### src/rtl/sram_ctrl.sv
// sram_ctrl: valid/ready front end for a two-port synchronous SRAM with a 3-entry response buffer.
// Latency: read response valid two cycles after the read fires (buffer empty); writes land at the fire edge.
// Backpressure: writes never stall; rd_ready drops once buffered + in-flight responses reach 3.
// Build option: define SRAM_CTRL_FWD_EN for same-cycle read-after-write forwarding.
module sram_ctrl #(
  parameter int ADDR_WIDTH = 4,
  parameter int DATA_WIDTH = 8,
  parameter int DATA_DEPTH = 16
) (
  input  logic                  i_clk,
  input  logic                  i_rst,
  input  logic                  i_wr_valid,
  output logic                  o_wr_ready,
  input  logic [ADDR_WIDTH-1:0] i_wr_addr,
  input  logic [DATA_WIDTH-1:0] i_wr_data,
  input  logic                  i_rd_valid,
  output logic                  o_rd_ready,
  input  logic [ADDR_WIDTH-1:0] i_rd_addr,
  output logic                  o_rsp_valid,
  input  logic                  i_rsp_ready,
  output logic [DATA_WIDTH-1:0] o_rsp_data,
  output logic                  o_sram_ce,
  output logic                  o_sram_we,
  output logic [ADDR_WIDTH-1:0] o_sram_waddr,
  output logic [DATA_WIDTH-1:0] o_sram_wdata,
  output logic                  o_sram_re,
  output logic [ADDR_WIDTH-1:0] o_sram_raddr,
  input  logic [DATA_WIDTH-1:0] i_sram_rdata
);

  // The SRAM cannot hold more entries than its address space reaches.
  if (DATA_DEPTH > (1 << ADDR_WIDTH)) begin : g_bad_depth
    $error("sram_ctrl: DATA_DEPTH exceeds 2**ADDR_WIDTH");
  end

  // Response buffer state: 3 entries, pointers wrap modulo 3.
  logic [DATA_WIDTH-1:0] r_mem [3];
  logic [1:0]            r_wptr;
  logic [1:0]            r_rptr;
  logic [1:0]            r_cnt;
  // One read in flight inside the SRAM; its data is valid on i_sram_rdata now.
  logic                  r_pend;

  logic                  w_wr_fire;
  logic                  w_rd_fire;
  logic                  w_push;
  logic                  w_pop;
  logic [2:0]            w_occ;
  logic [DATA_WIDTH-1:0] w_push_dat;

  // Occupancy counts the in-flight read so a full buffer can never be overrun.
  assign w_occ      = {1'b0, r_cnt} + {2'b00, r_pend};
  assign o_wr_ready = ~i_rst;
  assign o_rd_ready = ~i_rst & (w_occ < 3'd3);

  assign w_wr_fire  = i_wr_valid & o_wr_ready;
  assign w_rd_fire  = i_rd_valid & o_rd_ready;

  assign o_sram_we    = w_wr_fire;
  assign o_sram_re    = w_rd_fire;
  assign o_sram_ce    = w_wr_fire | w_rd_fire;
  assign o_sram_waddr = i_wr_addr;
  assign o_sram_wdata = i_wr_data;
  assign o_sram_raddr = i_rd_addr;

  assign w_push      = r_pend;
  assign o_rsp_valid = (r_cnt != 2'd0);
  assign w_pop       = o_rsp_valid & i_rsp_ready;
  assign o_rsp_data  = r_mem[r_rptr];

`ifdef SRAM_CTRL_FWD_EN
  logic                  r_fwd_sel;
  logic [DATA_WIDTH-1:0] r_fwd_dat;

  // Capture same-address write data at read fire; it replaces the SRAM's stale word on the push.
  always_ff @(posedge i_clk) begin
    if (i_rst) begin
      r_fwd_sel <= 1'b0;
      r_fwd_dat <= '0;
    end else begin
      r_fwd_sel <= w_rd_fire & w_wr_fire & (i_rd_addr == i_wr_addr);
      r_fwd_dat <= i_wr_data;
    end
  end

  assign w_push_dat = r_fwd_sel ? r_fwd_dat : i_sram_rdata;
`else
  assign w_push_dat = i_sram_rdata;
`endif

  // Track the single read that is inside the SRAM read register.
  always_ff @(posedge i_clk) begin
    if (i_rst) begin
      r_pend <= 1'b0;
    end else begin
      r_pend <= w_rd_fire;
    end
  end

  // Response buffer storage and pointers; reset discards everything buffered.
  always_ff @(posedge i_clk) begin
    if (i_rst) begin
      for (int i = 0; i < 3; i++) begin
        r_mem[i] <= '0;
      end
      r_wptr <= 2'd0;
      r_rptr <= 2'd0;
    end else begin
      if (w_push) begin
        r_mem[r_wptr] <= w_push_dat;
        r_wptr        <= (r_wptr == 2'd2) ? 2'd0 : r_wptr + 2'd1;
      end
      if (w_pop) begin
        r_rptr <= (r_rptr == 2'd2) ? 2'd0 : r_rptr + 2'd1;
      end
    end
  end

  // Entry count; a simultaneous push and pop leaves it unchanged.
  always_ff @(posedge i_clk) begin
    if (i_rst) begin
      r_cnt <= 2'd0;
    end else begin
      case ({w_push, w_pop})
        2'b10:   r_cnt <= r_cnt + 2'd1;
        2'b01:   r_cnt <= r_cnt - 2'd1;
        default: r_cnt <= r_cnt;
      endcase
    end
  end

endmodule
### config.mk
export PLATFORM = sky130hd
export DESIGN_NAME = sram_ctrl
export DESIGN_NICKNAME = d
export VERILOG_FILES = /design/src/rtl/sram_ctrl.sv
export SDC_FILE = /design/constraint.sdc
export NUM_CORES = 1
export LEC_CHECK = 0
export BUFFER_PORTS_ARGS = -buffer_cell sky130_fd_sc_hd__buf_4
export CAP_MARGIN = 20
export CORE_UTILIZATION = 50
export CTS_BUF_LIST = sky130_fd_sc_hd__clkbuf_8
export DETAILED_ROUTE_END_ITERATION = 10
export MAX_ROUTING_LAYER = met4
export PLACE_DENSITY_LB_ADDON = 0.25
export REMOVE_ABC_BUFFERS = 1
export SLEW_MARGIN = 5
export SYNTH_ARGS = -nofsm -noshare
export SYNTH_HDL_FRONTEND = slang
export SYNTH_SLANG_ARGS = --single-unit
### constraint.sdc
create_clock -name i_clk -period 1.64 [get_ports i_clk]
set_input_delay 0.328 -clock i_clk [delete_from_list [all_inputs] [get_ports i_clk]]
set_output_delay 0.328 -clock i_clk [all_outputs]
set_load 0.02 [all_outputs]
======== Word-level counts from Yosys, hierarchy flattened ========
Memories as Yosys holds them, arrays and structs flattened. A register that Yosys moved wholly into a read port is not among the register bits.
Index checks and enable logic that the tools add are counted.
storage, ports and cells
  flip-flop bits (word level) ............. 7
  bits in latches ......................... 0
  bits in writable memories ............... 24
  bits in read-only memories .............. 0
  bits of input ports ..................... 29
  output and inout port bits .............. 30
  word-level logic and storage cells ...... 37
  memories kept ........................... 1
cells by class
  add/subtract/negate cells ............... 5
  multiply operators ...................... 0
  div/mod/pow operators ................... 0
  $lt $le $gt $ge ......................... 1
  equality and inequality tests ........... 4
  shift operators ......................... 0
  muxes and demuxes ....................... 13
  bitwise gates (word level) .............. 6
  reduce and logical (&&, ||, !) cells .... 3
memory list
  memory  depth  bits a word  read ports  clocked after memory_dff  write ports  RTL line  RTL
  r_mem   3      8            1           1                         3            37        logic [DATA_WIDTH-1:0] r_mem [3];
operators with widths
  kind                                                                          count
  2-bit 2-to-1 mux                                                              5
  8-bit 2-to-1 mux                                                              1
  8-bit OR reduction                                                            1
  2-bit by 1-bit adder with 2-bit output, second input constant                 3
  2-bit == test, second input constant                                          3
  1-bit 2-to-1 mux                                                              6
  1-bit bitwise AND                                                             4
  2-bit case mux with 2 select lines                                            1
  2-bit nonzero test                                                            2
  2-bit by 1-bit adder with 3-bit output                                        1
  3-bit by 2-bit less-than comparator with 1-bit output, second input constant  1
  2-bit by 1-bit == test with 1-bit output, second input constant               1
  2-bit by 1-bit subtractor with 2-bit output, second input constant            1
  1-bit inverter                                                                1
  1-bit OR                                                                      1

======== Longest topological paths before layout ========
  word-level depth ........................ 5
  mapped depth ............................ 6
  mapped depth without buffers ............ 6

======== Worst setup path before layout ========
OpenSTA, ideal clock, no wires.
  kind .................................... register -> output
  start ................................... reg r_cnt[0]
  end ..................................... out o_sram_ce
  arrival ................................. 1.370 ns
  data required time ...................... 1.312 ns
  slack ................................... -0.058 ns
  stages on the path, launching flop included .. 6
  buffers on the path ..................... 0
  cells stage by stage .................... dfxtp_1 -> ha_1 -> ha_1 -> a21oi_1 -> a21oi_1 -> nor2_1
on the way
  word-level cells in the longest chain between the ends .. 5
ends and longest elaborated chain
  item                                                   RTL line  RTL
  start, declared                                        40        logic [1:0] r_cnt;
  start signal, assigned                                 125       2'b10: r_cnt <= r_cnt + 2'd1;
  start signal, assigned                                 126       2'b01: r_cnt <= r_cnt - 2'd1;
  start signal, assigned                                 127       default: r_cnt <= r_cnt;
  2-bit by 1-bit adder with 3-bit output                 52        assign w_occ = {1'b0, r_cnt} + {2'b00, r_pend};
  3-bit by 2-bit less-than comparator with 1-bit output  54        assign o_rd_ready = ~i_rst & (w_occ < 3'd3);
  1-bit bitwise AND                                      54
  1-bit bitwise AND                                      57        assign w_rd_fire = i_rd_valid & o_rd_ready;
  1-bit OR                                               61        assign o_sram_ce = w_wr_fire | w_rd_fire;
  end, declared                                          22        output logic o_sram_ce,
Every way passes these cells.

======== Worst setup path after layout ========
  start ................................... reg r_pend
  end ..................................... out o_sram_re
on the way
  word-level cells in the longest chain between the ends .. 4
ends and longest elaborated chain
  item                                                   RTL line  RTL
  start, declared                                        42        logic r_pend;
  start signal, assigned                                 96        r_pend <= w_rd_fire;
  2-bit by 1-bit adder with 3-bit output                 52
  3-bit by 2-bit less-than comparator with 1-bit output  54
  1-bit bitwise AND                                      54
  1-bit bitwise AND                                      57
  end, declared                                          26        output logic o_sram_re,
Every way passes these cells.

==> summary.txt <==
Clock tree
  – Post-CTS Hold Buffers: 0
  – Clock transition at path regs: 80 ps
  – H-tree depth: 2
  – CTS buffer count: 5
  – Clock Latency Late Sink: 290 ps
  – Sink Count: 41
  – CTS Buffer Depth: 2
  – Root Buffer: clkbuf_8
  – CTS tree: built

Place
  – Dpl hpwl: 2405 µm
  – RD Place Congestion: 0.6740
  – Placed cell area: 2063 µm²
  – PortBufs: 26

Synthesis
  – YS warnings: 0
  – Mapped cell area: 1864 µm²
  – Post-synth EDFFs: 32
  – Share of the synthesized area in the top cell type: 51.54%
  – Dominant synthesized flop cell: edfxtp_1
  – Post-synthesis sequential area ratio: 61.21%
  – Cells after Synth: 135
  – Top cells by area, synth: edfxtp_1 (52%), dfxtp_1 (9.7%), mux4_2 (9.7%)
  – Dominant cell type by area after synthesis: edfxtp_1
  – Ys async rst share: 0%
  – Synth cell types: 25
  – Syn avg cell area: 13.81 µm²
  – FF+latch count, synth: 41

Floorplanning
  – Row Count: 21
  – Die height: 63.06 µm
  – Num ports: 59
  – Die Area: 3977 µm²
  – Core ar.: 3442 µm²
  – Die Wd: 63.06 µm
  – Effective utilization at floorplan: 54.16%

Worst setup path
  – Crit-path cells: ha_4, ha_4, a21oi_4, and3_4, buf_6
  – Crit path largest cell delay: 340 ps
  – Critical R2R Capture: r_cnt[1]
  – Crit path kind: reg2out
  – Crit path buffers/inverters: 1
  – R2R setup slack: -10 ps
  – Most used cell along the critical path: ha_4
  – WP data arrival: 1500 ps
  – CP Data Required Time: 1310 ps
  – Max FO, Critical Path: 4
  – Slowest cell on crit path: dfxtp_2
  – Reg2Reg Launch Point: r_cnt[0]
  – Crit-path leading delay family: adder cells
  – Crit start category: register
  – Critical Path End Type: primary output
  – Cells on worst reg2reg path: 6

Timing
  – Final WS setup: -187.6 ps
  – Final worst-path cycle share: 111.4%
  – Final Hold Viols: 0
  – Fmax: 547.2 MHz
  – Fin crit period: 1828 ps
  – Unrepaired setup endpoints after global routing: true
  – Min Hold Slack: 226.3 ps
  – Worst-margin pin slew: 526.3 ps
  – Max-slew violations: 0
  – Setup violators final: 12
  – Relative slew slack: 64.72%
  – Worst Skew: 3.368 ps

Cells and area
  – Layout net count: 190
  – Ratio of cells with drive above 1 in the final layout: 37.74%
  – FF+latch area: 1145 µm²
  – Area delta synth->final: 20.81%
  – Most common cell after layout, fill and taps aside: edfxtp_1
  – Final instance area: 2252 µm²
  – Commonest non-fill, non-tap cells in the layout: edfxtp_1 (32), and2_1 (25), buf_4 (25)
  – Multi-input logic area: 623.1 µm²
  – Fillers: 265
  – # diodes: 0

Routing
  – WL final: 3551 µm
  – Drt initial violations: 42
  – Vias: 1,093
  – Antenna-violating nets left: 0
  – Vias per cell: 5.332
  – Drt drc: 0
  – Drt pass-1 iters: 4
  – Mean routed wirelength per cell: 17.32 µm

Hold path
  – Worst hold path cell count: 1
  – Worst Hold Class: in2reg
  – Hold path start: i_sram_rdata[1]
  – Hold Path Sink: r_mem[3][1]

Status
  – Failing checks: setup timing
  – Run status: complete, but fails checks

Pwr
  – Leakage: 0.0008670 µW
  – PwrDens: 1260 nW/µm²
  – Worst vdd ir: 0.8725 mV

Global routing
  – Vias in the first global route: 1,200
  – Antenna violations before repair: 0
  – Pin count of the biggest net entering global routing: 13
  – First-pass GRT wire length: 5664 µm
  – Gr usage total: 20.64%
  – Residual overflow from global routing: 0

Flow run
  – Max Cap Viol: 0
-- cell usage after synthesis (2+ instances only) --
| cell | count |
|---|---|
| dfxtp_1 | 9 |
| and3_1 | 2 |
| buf_2 | 2 |
| or3_1 | 2 |
| ha_1 | 3 |
| nand2_1 | 6 |
| buf_4 | 16 |
| inv_1 | 2 |
| nor2_1 | 5 |
| edfxtp_1 | 32 |
| nor2b_1 | 2 |
| and2_1 | 25 |
| o21ai_0 | 3 |
| mux4_2 | 8 |
| nor3_2 | 2 |
| nand2b_1 | 2 |
| a21oi_1 | 6 |
-- power breakdown --
part           switching [µW]  internal, µW  total, µW
combinational             372           428        800
sequential               57.3          1210       1270
clock                     328           443        771
-- routing by layer --
layer / vias up / track usage, % / share of wire [%]
met4: 0 / 12.21 / 2.6
met3: 10 / 9.239 / 8.8
li1: 510 / - / -
met2: 56 / 33.60 / 51
met1: 517 / 20.10 / 38
met5: - / - / 0
-- timing repair --
action / 4_1_cts / 5_1_grt
setup buffers: 0 / 0
endpoints found under the setup margin: 11 / 12
pin swaps: 4 / 5
resized for setup: 17 / 2
-- how the worst max path moves through the flow --
stage	slack, ps	cells past startpoint	end	startpoint
after global routing	-230	5	o_sram_re	r_pend
after detailed placement	-20	6	o_sram_ce	r_cnt[0]
after global placement	30	6	o_sram_ce	r_cnt[0]
after floorplan	-60	5	o_sram_ce	r_cnt[0]
final	-190	5	o_sram_re	r_pend
after CTS	-170	6	o_sram_ce	r_cnt[0]
-- final cells by class --
cell class | instances | share of cell area, %
clock inverter | 3 | 1.667
multi-input combinational | 72 | 27.67
clock buffer | 5 | 3.056
inverter | 3 | 0.5000
timing repair buffer | 35 | 13.72
tap | 46 | 2.556
sequential | 41 | 50.83
-- sequential cells by signal (all words and copies together), names as in the netlist, named ones only --
name and flops:
r_cnt 2, r_pend 1, r_mem 32, r_rptr 2, r_wptr 2
-- kinds of logic (layout without fill, tap and decap cells) --
logic type	count (synthesis)	in the layout	synth area share, %
mux	9	9	10.20
fa+ha+maj	3	3	2.014
xor+xnor	2	2	0.9398
simple gates	48	48	15.17
buf+inv	22	46	7.785
compound gates	10	10	2.684
flops	41	41	61.21
-- per-stage QoR --
step	setup WS (ps)	utilization (%)	std cells	setup TNS, ps	power (µW)
6_report	-187.6	65.43	205	-1477	2838
5_1_grt	-229.1	65.43	205	-2052	2948
4_1_cts	-172.2	65.18	205	-1495	2836
3_5_place_dp	-23.00	59.94	197	-23.00	1978
3_3_place_gp	31.19	59.94	197	0	1949
2_1_floorplan	-58.22	-	116	-58.22	1671
(Power assumes the default switching activity.)
